`src/rtl/uart_ctl_if.sv`:
```
// Simple ARM-side register bus between the AXI3 bridge and the UART controller.
// The master holds armreq (with address/data/direction) until it sees the
// one-cycle armack pulse; read data and the error flag are valid with armack.
interface uart_ctl_if;
    logic [31:0] armaddr;
    logic [31:0] armwdata;
    logic [3:0]  armwstrb;
    logic        armwr;
    logic        armreq;
    logic        armack;
    logic        armerr;
    logic [31:0] armrdata;

    modport master (
        output armaddr, armwdata, armwstrb, armwr, armreq,
        input  armack, armerr, armrdata
    );

    modport slave (
        input  armaddr, armwdata, armwstrb, armwr, armreq,
        output armack, armerr, armrdata
    );
endinterface

```
`src/rtl/uart_ctl.sv`:
```
// Memory-mapped UART controller: TX/RX byte FIFOs behind a DATA/STATUS/CTRL
// register map, plus the transmit handshake sequencer towards the uart core.
// Register side effects (FIFO push/pop, CTRL updates) commit on the same edge
// that raises armack, so they are visible from the ack cycle onwards.
module uart_ctl #(
    parameter int TX_DEPTH = 16,
    parameter int RX_DEPTH = 16
) (
    input  logic       clk,
    input  logic       rst,
    uart_ctl_if.slave  bus,
    output logic       txreq,
    input  logic       txack,
    output logic [7:0] txdata,
    input  logic       rxreq,
    output logic       rxack,
    input  logic [7:0] rxdata
);

    localparam int TX_AW = $clog2(TX_DEPTH);
    localparam int TX_CW = TX_AW + 1;
    localparam int RX_AW = $clog2(RX_DEPTH);
    localparam int RX_CW = RX_AW + 1;
    localparam logic [TX_CW-1:0] TX_FULL_CNT = TX_CW'(TX_DEPTH);
    localparam logic [RX_CW-1:0] RX_FULL_CNT = RX_CW'(RX_DEPTH);

    typedef enum logic [0:0] {
        TX_IDLE = 1'b0,
        TX_SEND = 1'b1
    } tx_state_t;

    // FIFO storage and pointers
    logic [7:0]       tx_mem_r [TX_DEPTH];
    logic [7:0]       rx_mem_r [RX_DEPTH];
    logic [TX_AW-1:0] tx_wr_ptr_r, tx_rd_ptr_r;
    logic [RX_AW-1:0] rx_wr_ptr_r, rx_rd_ptr_r;
    logic [TX_CW-1:0] tx_count_r;
    logic [RX_CW-1:0] rx_count_r;

    // Control/status state
    logic       overrun_r;
    logic       txen_r;
    tx_state_t  state_r, state_nxt_s;
    logic       txreq_r, txreq_nxt_s;
    logic [7:0] txdata_r;
    logic       rxack_r;
    logic       armack_r;
    logic       armerr_r;
    logic [31:0] armrdata_r;

    // Decoded events
    logic        bus_fire_s;
    logic        tx_full_s, tx_empty_s, rx_full_s, rx_empty_s;
    logic        tx_push_s, tx_pop_s, rx_push_s, rx_pop_s;
    logic        rx_fire_s, ovr_set_s;
    logic        ctrl_wr_s, tx_flush_s, rx_flush_s, ovr_clr_s;
    logic [31:0] rdata_s;
    logic        err_s;
    logic [31:0] status_s;
    logic        unused_s;

    // Only address bits [3:2], data byte 0 and strobe 0 carry meaning.
    assign unused_s = &{1'b0, bus.armaddr[31:4], bus.armaddr[1:0],
                        bus.armwdata[31:8], bus.armwstrb[3:1]};

    assign tx_full_s  = (tx_count_r == TX_FULL_CNT);
    assign tx_empty_s = (tx_count_r == {TX_CW{1'b0}});
    assign rx_full_s  = (rx_count_r == RX_FULL_CNT);
    assign rx_empty_s = (rx_count_r == {RX_CW{1'b0}});

    // A request is taken only when no ack is in flight, giving one ack per request.
    assign bus_fire_s = bus.armreq && !armack_r;

    assign tx_flush_s = ctrl_wr_s && bus.armwdata[2];
    assign rx_flush_s = ctrl_wr_s && bus.armwdata[3];
    assign ovr_clr_s  = ctrl_wr_s && bus.armwdata[1];

    // A new byte is acknowledged every other cycle at most; a full FIFO still
    // accepts it if the bus pops in the same cycle, otherwise it is dropped.
    assign rx_fire_s = rxreq && !rxack_r;
    assign rx_push_s = rx_fire_s && (!rx_full_s || rx_pop_s);
    assign ovr_set_s = rx_fire_s && rx_full_s && !rx_pop_s;

    assign status_s = {8'h00, 8'(rx_count_r), 8'(tx_count_r), 3'b000,
                       overrun_r, rx_full_s, rx_empty_s, tx_empty_s, tx_full_s};

    // TX sequencer next state: pop the head when enabled, hold until txack.
    always_comb begin
        state_nxt_s = state_r;
        txreq_nxt_s = txreq_r;
        tx_pop_s    = 1'b0;
        case (state_r)
            TX_IDLE: begin
                if (txen_r && !tx_empty_s) begin
                    tx_pop_s    = 1'b1;
                    txreq_nxt_s = 1'b1;
                    state_nxt_s = TX_SEND;
                end else begin
                    txreq_nxt_s = 1'b0;
                    state_nxt_s = TX_IDLE;
                end
            end
            TX_SEND: begin
                if (txack) begin
                    txreq_nxt_s = 1'b0;
                    state_nxt_s = TX_IDLE;
                end else begin
                    txreq_nxt_s = 1'b1;
                    state_nxt_s = TX_SEND;
                end
            end
            default: begin
                txreq_nxt_s = 1'b0;
                state_nxt_s = TX_IDLE;
            end
        endcase
    end

    // Register decode: read data, error flag and side-effect strobes.
    always_comb begin
        rdata_s   = 32'h0000_0000;
        err_s     = 1'b0;
        tx_push_s = 1'b0;
        rx_pop_s  = 1'b0;
        ctrl_wr_s = 1'b0;
        if (bus_fire_s) begin
            case (bus.armaddr[3:2])
                2'd0: begin
                    if (bus.armwr) begin
                        if (bus.armwstrb[0]) begin
                            // Full FIFO still takes the byte if the sequencer pops now.
                            if (tx_full_s && !tx_pop_s) begin
                                err_s = 1'b1;
                            end else begin
                                tx_push_s = 1'b1;
                            end
                        end else begin
                            tx_push_s = 1'b0;
                        end
                    end else begin
                        if (rx_empty_s) begin
                            rdata_s = 32'h8000_0000;
                        end else begin
                            rdata_s  = {24'h00_0000, rx_mem_r[rx_rd_ptr_r]};
                            rx_pop_s = 1'b1;
                        end
                    end
                end
                2'd1: begin
                    if (!bus.armwr) begin
                        rdata_s = status_s;
                    end else begin
                        rdata_s = 32'h0000_0000;
                    end
                end
                2'd2: begin
                    if (bus.armwr) begin
                        ctrl_wr_s = bus.armwstrb[0];
                    end else begin
                        rdata_s = {31'h0000_0000, txen_r};
                    end
                end
                2'd3: begin
                    err_s = 1'b1;
                end
                default: begin
                    err_s = 1'b1;
                end
            endcase
        end else begin
            rdata_s = 32'h0000_0000;
        end
    end

    // Bus response registers: armack pulse with its read data and error.
    always_ff @(posedge clk) begin
        if (rst) begin
            armack_r   <= 1'b0;
            armerr_r   <= 1'b0;
            armrdata_r <= 32'h0000_0000;
        end else begin
            armack_r   <= bus_fire_s;
            armerr_r   <= err_s;
            armrdata_r <= rdata_s;
        end
    end

    // Control bits: transmit enable and sticky overrun (set beats clear).
    always_ff @(posedge clk) begin
        if (rst) begin
            txen_r    <= 1'b1;
            overrun_r <= 1'b0;
        end else begin
            if (ctrl_wr_s) begin
                txen_r <= bus.armwdata[0];
            end
            if (ovr_set_s) begin
                overrun_r <= 1'b1;
            end else if (ovr_clr_s) begin
                overrun_r <= 1'b0;
            end
        end
    end

    // TX sequencer state, handshake and byte being sent.
    always_ff @(posedge clk) begin
        if (rst) begin
            state_r  <= TX_IDLE;
            txreq_r  <= 1'b0;
            txdata_r <= 8'h00;
        end else begin
            state_r <= state_nxt_s;
            txreq_r <= txreq_nxt_s;
            if (tx_pop_s) begin
                txdata_r <= tx_mem_r[tx_rd_ptr_r];
            end
        end
    end

    // RX acknowledge pulse, issued for kept and dropped bytes alike.
    always_ff @(posedge clk) begin
        if (rst) begin
            rxack_r <= 1'b0;
        end else begin
            rxack_r <= rx_fire_s;
        end
    end

    // TX FIFO pointers and count; a flush overrides any same-cycle push/pop.
    always_ff @(posedge clk) begin
        if (rst || tx_flush_s) begin
            tx_wr_ptr_r <= '0;
            tx_rd_ptr_r <= '0;
            tx_count_r  <= '0;
        end else begin
            if (tx_push_s) begin
                tx_wr_ptr_r <= tx_wr_ptr_r + TX_AW'(1);
            end
            if (tx_pop_s) begin
                tx_rd_ptr_r <= tx_rd_ptr_r + TX_AW'(1);
            end
            case ({tx_push_s, tx_pop_s})
                2'b10:   tx_count_r <= tx_count_r + TX_CW'(1);
                2'b01:   tx_count_r <= tx_count_r - TX_CW'(1);
                default: tx_count_r <= tx_count_r;
            endcase
        end
    end

    // RX FIFO pointers and count; a flush overrides any same-cycle push/pop.
    always_ff @(posedge clk) begin
        if (rst || rx_flush_s) begin
            rx_wr_ptr_r <= '0;
            rx_rd_ptr_r <= '0;
            rx_count_r  <= '0;
        end else begin
            if (rx_push_s) begin
                rx_wr_ptr_r <= rx_wr_ptr_r + RX_AW'(1);
            end
            if (rx_pop_s) begin
                rx_rd_ptr_r <= rx_rd_ptr_r + RX_AW'(1);
            end
            case ({rx_push_s, rx_pop_s})
                2'b10:   rx_count_r <= rx_count_r + RX_CW'(1);
                2'b01:   rx_count_r <= rx_count_r - RX_CW'(1);
                default: rx_count_r <= rx_count_r;
            endcase
        end
    end

    // FIFO storage writes; contents need no reset since pointers define validity.
    always_ff @(posedge clk) begin
        if (tx_push_s) begin
            tx_mem_r[tx_wr_ptr_r] <= bus.armwdata[7:0];
        end
        if (rx_push_s) begin
            rx_mem_r[rx_wr_ptr_r] <= rxdata;
        end
    end

    assign bus.armack   = armack_r;
    assign bus.armerr   = armerr_r;
    assign bus.armrdata = armrdata_r;
    assign txreq        = txreq_r;
    assign txdata       = txdata_r;
    assign rxack        = rxack_r;

endmodule

```
`src/flat_wrapper.sv`:
```
// flat-port wrapper written by rule: the top's interface ports become plain ports
module uart_ctl_flat 
#(
    parameter int TX_DEPTH = 16,
    parameter int RX_DEPTH = 16
)
  (clk, rst, txreq, txack, txdata, rxreq, rxack, rxdata, bus_armaddr, bus_armwdata, bus_armwstrb, bus_armwr, bus_armreq, bus_armack, bus_armerr, bus_armrdata);
  uart_ctl_if bus_i ();
  input  logic clk;
  input  logic rst;
  output logic txreq;
  input  logic txack;
  output logic [7:0] txdata;
  input  logic rxreq;
  output logic rxack;
  input  logic [7:0] rxdata;
  input wire logic [$bits(bus_i.armaddr)-1:0] bus_armaddr;
  input wire logic [$bits(bus_i.armwdata)-1:0] bus_armwdata;
  input wire logic [$bits(bus_i.armwstrb)-1:0] bus_armwstrb;
  input wire logic [$bits(bus_i.armwr)-1:0] bus_armwr;
  input wire logic [$bits(bus_i.armreq)-1:0] bus_armreq;
  output wire logic [$bits(bus_i.armack)-1:0] bus_armack;
  output wire logic [$bits(bus_i.armerr)-1:0] bus_armerr;
  output wire logic [$bits(bus_i.armrdata)-1:0] bus_armrdata;
  assign bus_i.armaddr = bus_armaddr;
  assign bus_i.armwdata = bus_armwdata;
  assign bus_i.armwstrb = bus_armwstrb;
  assign bus_i.armwr = bus_armwr;
  assign bus_i.armreq = bus_armreq;
  assign bus_armack = bus_i.armack;
  assign bus_armerr = bus_i.armerr;
  assign bus_armrdata = bus_i.armrdata;
  uart_ctl #(.TX_DEPTH(TX_DEPTH), .RX_DEPTH(RX_DEPTH)) u_core (.clk(clk), .rst(rst), .bus(bus_i), .txreq(txreq), .txack(txack), .txdata(txdata), .rxreq(rxreq), .rxack(rxack), .rxdata(rxdata));
endmodule
```
`config.mk`:
```
export PLATFORM = sky130hd
export DESIGN_NAME = uart_ctl_flat
export DESIGN_NICKNAME = d
export VERILOG_FILES = /design/src/rtl/uart_ctl_if.sv /design/src/rtl/uart_ctl.sv /design/src/flat_wrapper.sv
export SDC_FILE = /design/constraint.sdc
export NUM_CORES = 1
export LEC_CHECK = 0
export BUFFER_PORTS_ARGS = -buffer_cell sky130_fd_sc_hd__buf_2
export CAP_MARGIN = 20
export CORE_ASPECT_RATIO = 0.75
export CORE_MARGIN = 2
export CORE_UTILIZATION = 59
export CTS_BUF_LIST = sky130_fd_sc_hd__clkbuf_16
export CTS_CLUSTER_SIZE = 40
export DETAILED_ROUTE_END_ITERATION = 12
export PLACE_DENSITY = 0.79
export SLEW_MARGIN = 15
export SYNTH_ARGS = -nofsm -noshare
export SYNTH_HDL_FRONTEND = slang
export SYNTH_SLANG_ARGS = --single-unit
```
`constraint.sdc`:
```
create_clock -name clk -period 3.7 [get_ports clk]
set_input_delay 0.185 -clock clk [delete_from_list [all_inputs] [get_ports clk]]
set_output_delay 0.185 -clock clk [all_outputs]
set_load 0.05 [all_outputs]
```
==> impl_results.md, run 1 <==
- Non-Filler Instances: 1174
- Area growth from synthesis to layout: 12.44%
- Sequential power share: 49.9%
- Power Internal: 6.080 mW
- ANT nets after route: 0
- Initial antenna violation count: 1
- Remaining DRCs: 0
- TritonCTS clock tree: built
- Htree depth: 1
- Synth Register Bits: 319
- Most frequent cell after synthesis: edfxtp_1
- Rel. slew slack: 33.03%
- Worst reg2reg path depth: 12
- Logic gate share of total power: 12.5%
- Root Buffer: clkbuf_16
- Share of layout cells above drive strength 1: 17.85%
- Worst Skew: 0.01325 ns
- DR pass1 iterations: 5
- PD cells: 568.3 nW/um2
- Reg clk slew, reported paths: 0.07 ns
- Ratio of final minimum period to clock period: 88.56%
- GRT overflow: 0
- Synth area leader: edfxtp_1
- Routed len/inst: 23.20 um
- Tightest Pin Transition: 1.001 ns
- Final Critical Period: 3.277 ns
- CP max stage delay: 0.47 ns
- FF-to-FF Start: u_core.tx_count_r[1]
- Crit path launch type: flip-flop
- Sw Pwr: 2.077 mW
- Critical path origin: u_core.tx_count_r[1]
- Dpl cell area: 13310 um2
- Clk buf depth: 3
- RSZ-0062 raised after global routing: false
- Clock network fraction of total power: 37.6%
- Yosys warnings: 0
- R2R setup slack: 0.42 ns
- Mapped Avg Cell Area: 16.22 um2
- Starting Density: 60.27%
- Critical Path AT: 3.76 ns
- Setup_tns: 0 ns
- Switching share of power: 25.46%
- Routability cong.: 0.8276
- Initial DRC Count: 771
- Area contributors post-synth: edfxtp_1, dfxtp_1, mux2i_1
- Post-synthesis cell type count: 55
- Total track usage: 23.88%
- Post-Syn Area: 12760 um2
- Setup Fix Bufs, Post-CTS: 0
- Sink Count: 319
- Vias per cell: 6.167
- Leakage: 4.821 nW
- Final hold vios: 0
- Status: finished clean
- Crit path kind: reg -> reg
- Max_cap viols: 0
- Max Clock Freq: 0.3052 GHz
- Critical hold path startpoint: rxdata[5]
- Die extent in y: 131.4 um
- Critical Path RT: 4.18 ns
- Port Buffers: 55
- Setup violations, final: 0
- Top-area cell type share of the netlist area: 60.22%
- Die area: 22840 um2
- Core area: 21180 um2
- # placed instances: 1112
- Die W: 173.8 um
- CTS resizes: 0
- Vias: 7240
- Max Fanout on Critical Path: 22
- Cell depth of the worst min-delay path: 1
- Synth Flop Type: edfxtp_1
- Overall routed net length: 27.23 mm
- Largest net degree at the start of global routing: 56
- Post-synth ARST share: 0%
- Post-DP HPWL: 17.14 mm
- Final net count: 966
- First-pass GRT wire length: 41.59 mm
- Final Util: 67.76%
- Vias in the first global route: 7182
- IO Count: 126
- CTS Buf Count: 30
- Synth cell count leaders: edfxtp_1, nor2_1, mux2i_1
- Max rail drop VDD: 0.0003902 V
- Tightest Hold Check Type: in -> reg
- Crit end category: flip-flop
- Final Cell Area: 14350 um2
- Post-synth EDFFs: 256
- Slowest stage cell, crit path: nor4_2
- Rows: 46
- Seq/Total Area, Yosys: 70.10%
- Max Slew Vio Count: 0
- Hold-fix buffers, CTS: 4
- Synth Instances: 787
- Skew-Pair Late Insertion Delay: 0.55 ns
- CP Cell Sequence: nor4_2, nand2_1, nand2b_1, inv_2, ha_1, xor2_1, ha_1, a211o_1, a21oi_1, a211oi_1, or3_1, a21oi_1
==> cell usage in the layout, fill, tap and decap left out, drive strengths merged, types with 2 or more instances in the layout <==
master	instances
o22ai	33
conb	13
buf	76
xor2	12
dfxtp	63
or3	5
nor2b	6
clkinv	19
or3b	2
nand3b	5
clkbuf	32
nor3	13
and2	6
nor4	10
o21ai	7
bufinv	4
ha	22
nand2b	11
edfxtp	256
a31o	2
dlygate4sd3	4
nand2	25
a21oi	15
mux2i	66
inv	24
xnor2	5
nand3	4
mux4	39
a211oi	16
nor2	67
nand4	4
a21o	2
nor4b	2
==> worst paths after layout <==
check | to
setup reg to reg | u_core.tx_count_r[4]
hold reg to reg | u_core.txdata[3]
setup / recovery | u_core.tx_count_r[4]
hold / removal | u_core.rx_mem_r[10][5]
==> logic make-up (layout without fill, tap and decap cells) <==
group / after synthesis / after routing / share of synthesized area, %
xor+xnor: 17 / 17 / 1.166
compound gates: 84 / 84 / 4.430
other cells: 1 / 14 / 0.02938
flops: 319 / 319 / 70.10
buf+inv: 73 / 159 / 2.970
mux: 105 / 105 / 12.53
simple gates: 165 / 165 / 6.460
fa+ha+maj: 23 / 23 / 2.313
==> area by class of cell <==
class,count,area (um2)
fillers,1392,6828
flip-flops and latches,319,8952
diodes,1,2.502
multi-input cells,407,3482
clock inverters,25,219.0
repair buffers,81,478.0
clock buffers,31,775.7
inverters,22,82.58
well taps,288,360.3
==> registers in the layout (all words and copies together), names as in the netlist, 4 cells and up, named ones only <==
register	cells
u_core.rx_wr_ptr_r	4
u_core.bus.armrdata	19
u_core.rx_count_r	5
u_core.tx_wr_ptr_r	4
u_core.tx_mem_r	128
u_core.tx_count_r	5
u_core.txdata	8
u_core.rx_rd_ptr_r	4
u_core.tx_rd_ptr_r	4
u_core.rx_mem_r	128
==> power by group through the flow <==
stage               clock [mW]  sequential (mW)  combinational (mW)
floorplan                    0             4.20               0.647
detailed placement           0             4.14               0.988
CTS                       3.10             4.07                1.00
global route              3.24             4.08                1.10
global placement             0             4.13               0.934
finish                    3.07             4.07                1.02
==> worst max-delay path, delay by kind of cell, from the launching register on <==
family                   cells  cell delay (ns)
adder cells (fa/ha/maj)      2             0.64
AO/OA/AOI/OAI                4             0.65
flip-flops                   1             0.41
XOR/XNOR                     1             0.19
buffers and inverters        1             0.21
AND/OR/NAND/NOR              4             1.12
==> metal layers <==
metal | global-route usage (%) | wire length, um | part of all wire (%)
met4 | 6.116 | 615 | 2.3
met1 | 33.67 | 11020 | 40
met2 | 38.05 | 12830 | 47
met5 | 0 | 0 | 0
met3 | 5.613 | 2772 | 10
==> through the flow <==
step / setup WS [ns] / hold WS [ns] / power (mW)
floorplan: 0.6620 / 0.2839 / 4.851
global placement: 0.6313 / 0.4775 / 5.065
detailed placement: 0.4970 / 0.4906 / 5.129
CTS: 0.4616 / 0.002141 / 8.164
global route: 0.1943 / 0.01577 / 8.413
finish: 0.4232 / 0.006817 / 8.157
Note: power is estimated with default switching activity, not from simulation.
==> run 2, diff against run 1 <==
--- a/config.mk
+++ b/config.mk
@@ -8,7 +8,6 @@
 export BUFFER_PORTS_ARGS = -buffer_cell sky130_fd_sc_hd__buf_2
 export CAP_MARGIN = 20
 export CORE_ASPECT_RATIO = 0.75
-export CORE_MARGIN = 2
 export CORE_UTILIZATION = 59
 export CTS_BUF_LIST = sky130_fd_sc_hd__clkbuf_16
 export CTS_CLUSTER_SIZE = 40
==> run 2 against run 1 <==
  * Clock-buffer cell count decreased by 2
  * Maximum frequency decreased by 1.8%
  * Register-to-register slack got worse by 0.06 ns
  * Sequential share of layout area increased by 0.34 points
  * Combinational power decreased by 4%
  * Highest routed layer is now met5
==> impl_results.md, run 2 (same netlist as run 1, synthesis figures left out) <==
- Non-Filler Instances: 1172 (-0.17%)
- Overall power: 7.876 mW (-3.4%)
- Ratio of final minimum period to clock period: 90.17% (+1.6 points)
- Initial DRC Count: 670 (-13%)
- Area growth from synthesis to layout: 11.83%
- Root Buffer: clkbuf_16
- Final net count: 966 (unchanged)
- Clk buf depth: 3 (unchanged)
- Htree depth: 1 (unchanged)
- Largest net degree at the start of global routing: 56 (unchanged)
- Setup Fix Bufs, Post-CTS: 0 (unchanged)
- Commonest non-fill, non-tap cell in the layout: edfxtp_1
- Routed len/inst: 21.93 um (-5.5%)
- Overall routed net length: 25.70 mm (-5.6%)
- Die area: 22230 um2 (-2.7%)
- Sink Count: 319 (unchanged)
- Max_cap viols: 0 (unchanged)
- Vias: 7007 (-3.2%)
- Fillers: 1386 (-0.43%)
- Final hold vios: 0 (unchanged)
- Reg clk slew, reported paths: 0.06 ns (about the same)
- Max Slew Vio Count: 0 (unchanged)
- ANT cells: 0 (-1)
- Most frequent cells in the layout: edfxtp_1, nor2_1, mux2i_1
- Final Critical Period: 3.336 ns (+0.05947 ns)
- Post-DP HPWL: 16.55 mm (-3.5%)
- Fin Hold WS: 0.01671 ns (+0.009898 ns)
- PD cells: 551.8 nW/um2 (-2.9%)
- Vias in the first global route: 6816 (-5.1%)
- Status: finished clean
- Setup_tns: 0 ns (unchanged)
- Skew-Pair Late Insertion Delay: 0.55 ns (about the same)
- Critical Path AT: 3.80 ns (+0.04 ns)
- Critical Path RT: 4.16 ns (-0.02 ns)
- IO Count: 126 (unchanged)
- DR pass1 iterations: 5 (unchanged)
- CTS Buf Count: 29 (-3.3%)
- Share of layout cells above drive strength 1: 18.10% (+0.25 points)
- Crit path launch type: flip-flop
- RSZ-0062 raised after global routing: false
- Die W: 171.8 um (-1.2%)
- Rows: 46 (unchanged)
- Max Fanout on Critical Path: 22 (unchanged)
- Tightest Pin Transition: 1.148 ns (+0.1470 ns)
- Leakage: 4.768 nW (-1.1%)
- Vias per cell: 5.979 (-3.1%)
- # placed instances: 1114 (+0.18%)
- Total track usage: 23.81% (-0.070 points)
- Tightest Hold Check Type: in -> reg
- GRT overflow: 0 (unchanged)
- Initial antenna violation count: 2 (+1)
- ANT nets after route: 0 (unchanged)
- TritonCTS clock tree: built
- Pre-CTS setup slack: 0.4597 ns (-0.03730 ns)
- Core area: 21180 um2 (unchanged)
- First-pass GRT wire length: 38.32 mm (-7.9%)
- Max rail drop VDD: 0.0004633 V (+19%)
- Remaining DRCs: 0 (unchanged)
- Max Clock Freq: 0.2997 GHz (-1.8%)
- Worst Skew: 0.01732 ns (+0.004061 ns)
- Final worst setup slack: 0.3637 ns (-0.05947 ns)
- Setup violations, final: 0 (unchanged)
- Routability cong.: 0.8055 (-2.7%)
- Port Buffers: 55 (unchanged)
- Rel. slew slack: 23.20% (-9.8 points)
- Starting Density: 60.27% (unchanged)
- Crit end category: flip-flop
- Crit path kind: reg -> reg
- Die extent in y: 129.4 um (-1.5%)
run 2: final timing paths:
kind	from	to	slack (ns)	cells after the start
max	u_core.tx_count_r[1]	u_core.tx_count_r[4]	0.36	12
min	rxdata[5]	u_core.rx_mem_r[4][5]	0.02	1
max reg2reg	u_core.tx_count_r[1]	u_core.tx_count_r[4]	0.36	12
min reg2reg	u_core.txdata[2]	u_core.txdata[2]	0.50	2
run 2: power by group:
group	internal [mW]	total [mW]	switching, mW	leakage (nW)
clock	1.57	2.83	1.26	0.445
sequential	3.95	4.07	0.112	2.82
combinational	0.330	0.984	0.655	1.50
run 2: critical path: stages, from the launching register on:
cell	delay, ns
dfxtp_1	0.41
nor4_2	0.50
nand2_1	0.18
nand2b_1	0.17
inv_2	0.20
ha_1	0.39
xor2_1	0.20
ha_1	0.24
a211o_1	0.29
a21oi_1	0.16
a211oi_1	0.06
or3_1	0.32
a21oi_1	0.15
run 2: repair_timing:
action	4_1_cts	5_1_grt
resized for setup	0	0
endpoints found under the setup margin	0	0
hold endpoints to repair	10	0
hold buffers	3	0
run 2: area by class of cell:
type | instances | area [um2] | share of cell area (%)
sequential | 319 | 8952 | 62.71
multi-input combinational | 407 | 3487 | 24.43
clock buffer | 29 | 725.7 | 5.084
timing repair buffer | 82 | 485.5 | 3.401
tap | 288 | 360.3 | 2.524
clock inverter | 25 | 181.4 | 1.271
inverter | 22 | 82.58 | 0.5785
run 2: metrics by stage:
step / util [%] / area (um2)
CTS: 67.34 / 14260
finish: 67.40 / 14270
global route: 67.40 / 14270
detailed placement: 62.91 / 13330
global placement: 62.91 / 13330
floorplan: - / 12810
run 2: metal layers:
metal	part of all wire, %	GRT usage (%)	wire length (um)	vias up
met5	0.039	0	10	-
met4	1.5	5.674	384	2
met3	8.1	4.856	2083	39
met2	46	36.70	11900	307
met1	44	35.36	11320	3502
li1	-	-	-	3157
